## src/rtl/rf_arb_pkg.sv

```systemverilog
// Shared defaults and types for the register-file write-port arbiter.
package rf_arb_pkg;

  localparam int W    = 8;
  localparam int D    = 3;
  localparam int NREQ = 3;
  localparam logic [(2**D)-1:0] RO_MASK = 8'b0011_0010;

  typedef logic [$clog2(NREQ)-1:0] req_idx_t;
  typedef logic [D-1:0]            rf_addr_t;

endpackage

```

## src/rtl/rr_arbiter.sv

```systemverilog
// Combinational round-robin grant: first valid requester at or after ptr, wrapping.
module rr_arbiter
  import rf_arb_pkg::*;
#(
  parameter int NREQ = rf_arb_pkg::NREQ,
  parameter int IW   = $clog2(NREQ)
) (
  input  logic [NREQ-1:0] valid,
  input  logic [IW-1:0]   ptr,
  output logic [NREQ-1:0] grant,
  output logic [IW-1:0]   idx,
  output logic            any
);

  // Offset k is tried before k+1, so the lowest rotation distance from ptr wins.
  always_comb begin
    grant = '0;
    idx   = '0;
    any   = 1'b0;
    for (int k = 0; k < NREQ; k++) begin
      for (int i = 0; i < NREQ; i++) begin
        if (!any && valid[i] && (((int'(ptr) + k) % NREQ) == i)) begin
          any      = 1'b1;
          grant[i] = 1'b1;
          idx      = IW'(i);
        end
      end
    end
  end

endmodule

```

## src/rtl/rf_write_arbiter.sv

```systemverilog
// Round-robin sharing of the register file write port with a one-entry output
// stage, write protection of constant registers and a pending-write mask.
module rf_write_arbiter
  import rf_arb_pkg::*;
#(
  parameter int                  W       = rf_arb_pkg::W,
  parameter int                  D       = rf_arb_pkg::D,
  parameter int                  NREQ    = rf_arb_pkg::NREQ,
  parameter logic [(2**D)-1:0]   RO_MASK = rf_arb_pkg::RO_MASK
) (
  input  logic                    Clk,
  input  logic                    Reset,
  input  logic [NREQ-1:0]         ReqValid,
  input  logic [NREQ*D-1:0]       ReqAddr,
  input  logic [NREQ*W-1:0]       ReqData,
  output logic [NREQ-1:0]         ReqReady,
  input  logic                    Hold,
  output logic                    WriteEn,
  output logic [D-1:0]            Waddr,
  output logic [W-1:0]            DataIn,
  output logic [(2**D)-1:0]       PendMask,
  output logic [$clog2(NREQ)-1:0] GrantIdx,
  output logic                    RoErr
);

  localparam int IW = $clog2(NREQ);

  logic          out_valid;
  logic [D-1:0]  out_addr;
  logic [W-1:0]  out_data;
  logic [IW-1:0] out_idx;
  logic [IW-1:0] rr_ptr;

  logic [NREQ-1:0] grant;
  logic [IW-1:0]   gidx;
  logic            any;
  logic            acc;
  logic            hs;
  logic            ro;
  logic [IW-1:0]   next_ptr;

  logic [D-1:0] addr_arr [NREQ];
  logic [W-1:0] data_arr [NREQ];

  for (genvar i = 0; i < NREQ; i++) begin : g_unpack
    assign addr_arr[i] = ReqAddr[i*D +: D];
    assign data_arr[i] = ReqData[i*W +: W];
  end

  rr_arbiter #(.NREQ(NREQ), .IW(IW)) u_rr (
    .valid (ReqValid),
    .ptr   (rr_ptr),
    .grant (grant),
    .idx   (gidx),
    .any   (any)
  );

  // A new write may enter whenever the stage is empty or drains this cycle.
  assign acc      = Reset & (!out_valid | !Hold);
  assign ReqReady = acc ? grant : '0;
  assign hs       = acc & any;
  assign ro       = RO_MASK[addr_arr[gidx]];
  assign next_ptr = (gidx == IW'(NREQ - 1)) ? '0 : gidx + 1'b1;

  always_ff @(posedge Clk) begin
    if (!Reset) begin
      out_valid <= 1'b0;
      out_addr  <= '0;
      out_data  <= '0;
      out_idx   <= '0;
      rr_ptr    <= '0;
      RoErr     <= 1'b0;
    end else begin
      RoErr <= 1'b0;
      if (hs) begin
        rr_ptr <= next_ptr;
        // Protected targets are consumed from the requester but never reach the RF.
        if (ro) begin
          out_valid <= 1'b0;
          RoErr     <= 1'b1;
        end else begin
          out_valid <= 1'b1;
          out_addr  <= addr_arr[gidx];
          out_data  <= data_arr[gidx];
          out_idx   <= gidx;
        end
      end else if (!Hold) begin
        out_valid <= 1'b0;
      end
    end
  end

  always_comb begin
    PendMask           = '0;
    PendMask[out_addr] = out_valid;
  end

  assign WriteEn  = out_valid & !Hold;
  assign Waddr    = out_addr;
  assign DataIn   = out_data;
  assign GrantIdx = out_idx;

endmodule

```

## config.mk

```make
export PLATFORM = sky130hd
export DESIGN_NAME = rf_write_arbiter
export DESIGN_NICKNAME = d
export VERILOG_FILES = /design/src/rtl/rf_arb_pkg.sv /design/src/rtl/rr_arbiter.sv /design/src/rtl/rf_write_arbiter.sv
export SDC_FILE = /design/constraint.sdc
export NUM_CORES = 1
export LEC_CHECK = 0
export CORE_UTILIZATION = 35
export DETAILED_ROUTE_END_ITERATION = 8
export PLACE_DENSITY = 0.76
export SLEW_MARGIN = 10
export SYNTH_ARGS = -nofsm -noshare
export SYNTH_HDL_FRONTEND = slang
export SYNTH_SLANG_ARGS = --single-unit
export TNS_END_PERCENT = 10
```

## constraint.sdc

```tcl
create_clock -name Clk -period 2.6 [get_ports Clk]
set_input_delay 0.65 -clock Clk [delete_from_list [all_inputs] [get_ports Clk]]
set_output_delay 0.65 -clock Clk [all_outputs]
set_load 0.005 [all_outputs]
```

Word-level counts from Yosys, hierarchy flattened
Memories as Yosys holds them, arrays and structs flattened.
Index checks and enable logic that the tools add are counted.
{"block": "totals", "word_cells": 105, "in_bits": 39, "romBits": 8, "ff_bits": 17, "memories": 1}
{"memory": "(name not given)", "words": 8, "word_bits": 1, "read_ports": 1, "rd_ports_with_merged_regs": 0, "wr": 0, "line": "rf_write_arbiter.sv:62", "source": "assign ro = RO_MASK[addr_arr[gidx]];"}
{"block": "op_classes", "n_lt_le_gt_ge": 4, "reduce_logical": 33, "bitwise": 7, "eq_ne": 8, "div_mod_pow": 3, "addsub": 3, "mux": 40}
{"cell": "32-bit by 2-bit == test with 1-bit output, second input constant", "n": 3}
{"cell": "32-bit by 3-bit == test with 1-bit output, second input constant", "n": 3}
{"cell": "32-bit logical NOT", "n": 3}
{"cell": "32-bit by 3-bit remainder unit with 32-bit output, second input constant", "n": 2}
{"cell": "3-bit by 3-bit remainder unit with 32-bit output, second input constant", "n": 1}
{"cell": "1-bit 2-to-1 mux", "n": 24}
{"cell": "1-bit logical AND", "n": 18}
{"cell": "8-bit binary-select mux with 2-bit select", "n": 1}
{"cell": "2-bit 2-to-1 mux", "n": 8}
{"cell": "8-bit 2-to-1 mux", "n": 2}
{"cell": "1-bit logical NOT", "n": 10}
{"cell": "3-bit 2-to-1 mux", "n": 3}
{"cell": "8-bit bitwise AND", "n": 1}
{"cell": "3-bit by 4-bit less-than comparator with 1-bit output, second input constant", "n": 2}
{"cell": "3-bit binary-select mux with 2-bit select", "n": 1}
{"cell": "2-bit AND reduction", "n": 2}
{"cell": "2-bit by 1-bit adder with 3-bit output, second input constant", "n": 1}
{"cell": "2-bit by 2-bit adder with 3-bit output, second input constant", "n": 1}
{"cell": "1-bit bitwise AND", "n": 3}
{"cell": "1-bit demux with 3-bit select", "n": 1}
{"cell": "3-bit by 1-bit >= comparator with 1-bit output, second input constant", "n": 1}
{"cell": "3-bit >= comparator, second input constant", "n": 1}
{"cell": "2-bit inverter with 3-bit output", "n": 1}
{"cell": "2-bit by 1-bit adder with 2-bit output, second input constant", "n": 1}
{"cell": "4 further kinds", "n": 4}

Longest topological paths before layout
{"block": "depth", "word_depth": 44, "mapped_depth": 10}

Hierarchy
Synthesis repeated with hierarchy kept, for this count alone.
{"block": "unflattened", "cells_unflattened": 144, "area_unflattened_um2": 1159.9}
{"mod": "rf_write_arbiter", "area_per_inst_um2": 1017.2, "cells_per_inst": 125, "seq_area_each_um2": 340.3, "n_inst": 1}
{"mod": "rr_arbiter", "area_per_inst_um2": 142.6, "cells_per_inst": 19, "seq_area_each_um2": 0.0, "n_inst": 1}

Least setup slack after synthesis
OpenSTA, ideal clock, no wires.
{"block": "synth_timing", "path_type": "register to output", "startpoint": "register rr_ptr[0]", "endpoint": "output ReqReady[2]", "stages_incl_launch_ff": 8, "required_time_ns": 1.950, "path_slack_ns": 0.331, "arrival_time_ns": 1.619, "path_cell_list": "dfxtp_1 -> inv_1 -> ha_1 -> o21ba_1 -> o2111a_1 -> buf_6 -> clkbuf_1 -> and3_1"}
{"block": "synth_between", "elab_chain_cells": 37}
{"item": "from (decl)", "line": "rf_write_arbiter.sv:32", "source": "logic [IW-1:0] rr_ptr;"}
{"item": "from (signal assigned)", "line": "rf_write_arbiter.sv:76", "source": "rr_ptr <= next_ptr;"}
{"item": "branches (longest 35 deep; another with 32-bit by 3-bit remainder unit with 32-bit output)"}
{"item": "1-bit 2-to-1 mux (*)", "line": "rr_arbiter.sv:22", "source": "if (!any && valid[i] && (((int'(ptr) + k) % NREQ) == i)) begin"}
{"item": "3-bit 2-to-1 mux (*)", "line": "rf_write_arbiter.sv:60", "source": "assign ReqReady = acc ? grant : '0;"}
{"item": "to (decl)", "line": "rf_write_arbiter.sv:16", "source": "output logic [NREQ-1:0] ReqReady,"}
Mark *: on every way between the ends.

Worst setup path after layout
Ends and elaborated chain as after synthesis.

==> summary.md <==
| Metric | Value |
|---|---|
| Crit-path max FO | 5 |
| Finished Layout Cells | 260 |
| Clk slew on worst S/H paths | 100 ps |
| Nets | 258 |
| Io pins | 65 |
| Via density | 5.14 |
| Core ar. | 3030 sq um |
| Reg2Reg Launch Point | rr_ptr[0]$_SDFFE_PN0P_ |
| Grt ovf | 0 |
| Row cnt | 20 |
| Largest area contributor in the netlist | dfxtp_1 |
| Port Buffers | 64 |
| Net count after synthesis | 177 |
| Slowest stage cell, crit path | dfxtp_2 |
| CP Launch Type | flip-flop |
| Fill cells | 273 |
| Clock tree sinks | 17 |
| Area contributors post-synth | dfxtp_1 31%, nand2_1 11%, mux2i_1 9.9% |
| Placed cells | 253 |
| Count leader, synth | nand2_1 |
| Leakage | 0.793 nW |
| Layout cells sized above 1 | 0.162 |
| Cts hold-fix bufs | 0 |
| Worst path cell trace | inv_1 -> ha_4 -> o21ba_1 -> o2111a_1 -> and3_1 -> dlygate4sd2_1 |
| Synth Register Bits | 17 |
| Post-Synthesis Cells | 136 |
| Slew margin rel. | 0.779 |
| Run status | finished clean |
| Fmax achieved | 399 MHz |
| Cell Area, Synth | 1110 sq um |
| Clock buffer depth | 2 |
| H-tree depth | 1 |
| Routed wire length | 3.65 mm |
| EDFF count, synth | 0 |
| Data required, critical path | 1950 ps |
| Die Y | 58.2 microns |
| Routed length per instance | 14.1 microns |
| Crit path largest cell delay | 350 ps |
| Max Slew Vio Count | 0 |
| Synth cell types | 37 |
| Synth Warn # | 0 |
| Final setup violation count | 0 |
| Worst Skew | 1.73 ps |
| RSZ-0062 raised after global routing | false |
| Antenna Nets Post-Route | 0 |
| Hold crit path type | reg -> reg |
| Synth top area share | 0.307 |
| Final Instance Area | 1970 sq um |
| Setup TNS | 0 ps |
| Average size of a mapped cell | 8.14 sq um |
| Vias in the first global route | 1316 |
| Detailed Place HPWL | 2.82 mm |
| CTS Root Cell | clkbuf_4 |
| Cts bufs inserted | 3 |
| Final Critical Period | 2510 ps |
| Top_reg_cell synth | dfxtp_1 |
| GRT Util Overall | 0.216 |
| Worst-Skew Late Latency | 290 ps |
| P per Cell Area | 686 nW/um^2 |
| Min-delay src | DataIn[2]$_SDFFE_PN0P_ |
| Initial Utilization | 0.366 |
| Crit path DAT | 1860 ps |
| WHS | 466 ps |
| # Max-Cap Violations | 0 |
| Initial DRT Pass Iterations | 4 |
| Vias | 1337 |
| Placer congestion estimate | 0.821 |
| First-pass GRT wire length | 5.58 mm |
| Register area share after synthesis | 0.307 |
| Die X | 58.2 microns |
| Hold Violations, Final | 0 |
| Final setup margin | 93.3 ps |
| Drt first-iter violations | 47 |
| Setup WS pre-CTS | -286 ps |
| Initial antenna violation count | 0 |
| DR DRC count | 0 |
| CP startpoint | rr_ptr[0]$_SDFFE_PN0P_ |
| Share of flip-flops with an asynchronous set or reset | 0 |
| CTS tree | done |
| CP Capture Type | output pin |
| Commonest cells post-synth | 31 x nand2_1, 17 x dfxtp_1, 11 x mux2i_1 |
| # diodes | 0 |
| Final period util | 0.964 |
| Maximum VDD drop | 0.350 mV |
| Die ar. | 3390 sq um |
| Largest net degree at the start of global routing | 16 |
| Placed Area | 1890 sq um |
| Tightest Pin Transition | 328 ps |
| Crit Path Class | reg -> out |
| Area growth syn-to-layout | 78.1% |
-- power breakdown --
| part | total (mW) | switching [mW] | internal, mW | leakage [nW] |
|---|---|---|---|---|
| clock | 0.143 | 0.0858 | 0.0572 | 0.0177 |
| combinational | 0.826 | 0.358 | 0.468 | 0.636 |
| sequential | 0.384 | 0.0546 | 0.330 | 0.140 |
-- area by class of cell --
class,count,area [sq um],area share
sequential,17,343,0.174
multi-input combinational,110,741,0.376
clock buffer,3,22.5,0.0114
clock inverter,1,5.00,0.00254
timing repair buffer,82,795,0.403
tap,44,55.1,0.0279
inverter,3,11.3,0.00571
-- worst max-delay path, delay by kind of cell, from the launching register on --
kind / cells / cell delay, ps
buffers and inverters: 2 / 330
AND/OR/NAND/NOR: 1 / 190
flip-flops: 1 / 350
adder cells (fa/ha/maj): 1 / 260
AO/OA/AOI/OAI: 2 / 440
-- worst paths after layout --
path,slack [ps],depth (start not counted),endpoint
worst min-delay path,470,2,DataIn[2]$_SDFFE_PN0P_
worst min register to register,470,2,DataIn[2]$_SDFFE_PN0P_
worst max-delay path,90,6,ReqReady[2]
worst max register to register,130,10,GrantIdx[1]$_SDFFE_PN0P_
-- cell usage in the layout, fill, tap and decap left out, types with 2 or more instances in the layout --
| master | count |
|---|---|
| a21o_1 | 8 |
| a21oi_1 | 2 |
| a22o_1 | 2 |
| a22oi_1 | 8 |
| a31o_2 | 2 |
| buf_4 | 16 |
| clkbuf_4 | 3 |
| clkdlybuf4s50_1 | 58 |
| dfxtp_1 | 15 |
| dfxtp_2 | 2 |
| dlygate4sd2_1 | 3 |
| dlymetal6s2s_1 | 2 |
| inv_1 | 2 |
| mux2i_1 | 11 |
| nand2_1 | 31 |
| nand2b_1 | 3 |
| nor2_1 | 10 |
| nor2b_1 | 3 |
| nor3_1 | 4 |
| o2111a_1 | 2 |
| o22ai_1 | 2 |
-- sequential cells by signal, summed over array words and instances, names as in the netlist --
| signal | count |
|---|---|
| DataIn | 8 |
| rr_ptr | 2 |
| RoErr | 1 |
| GrantIdx | 2 |
| out_valid | 1 |
| Waddr | 3 |
-- layer usage --
layer	vias up	share of wire	routed length (microns)	track usage
li1	651	-	-	-
met3	6	0.090	328	0.0536
met1	611	0.40	1470	0.232
met5	-	0	0	0
met2	69	0.50	1810	0.409
met4	0	0.011	42	0.0680
-- kinds of logic after synthesis --
| logic type | synth area share |
|---|---|
| AND/OR/NAND/NOR | 0.254 |
| AO/OA/AOI/OAI | 0.272 |
| flip-flops | 0.307 |
| multiplexers | 0.0994 |
| buffers and inverters | 0.0441 |
| adder cells (fa/ha/maj) | 0.0226 |
-- stage by stage --
| stage | total power, mW | utilization |
|---|---|---|
| floorplan | 0.801 | - |
| global route | 1.44 | 0.651 |
| global placement | 1.13 | 0.624 |
| finish | 1.35 | 0.651 |
| CTS | 1.33 | 0.640 |
| detailed placement | 1.17 | 0.624 |
-- timing repair --
action,CTS,global route
endpoints found under the hold margin,0,0
gates resized for setup,9,5
setup endpoints to repair,3,10
pin swaps,3,1
setup buffers,0,3
No activity file was read; power rests on OpenSTA's default activity.
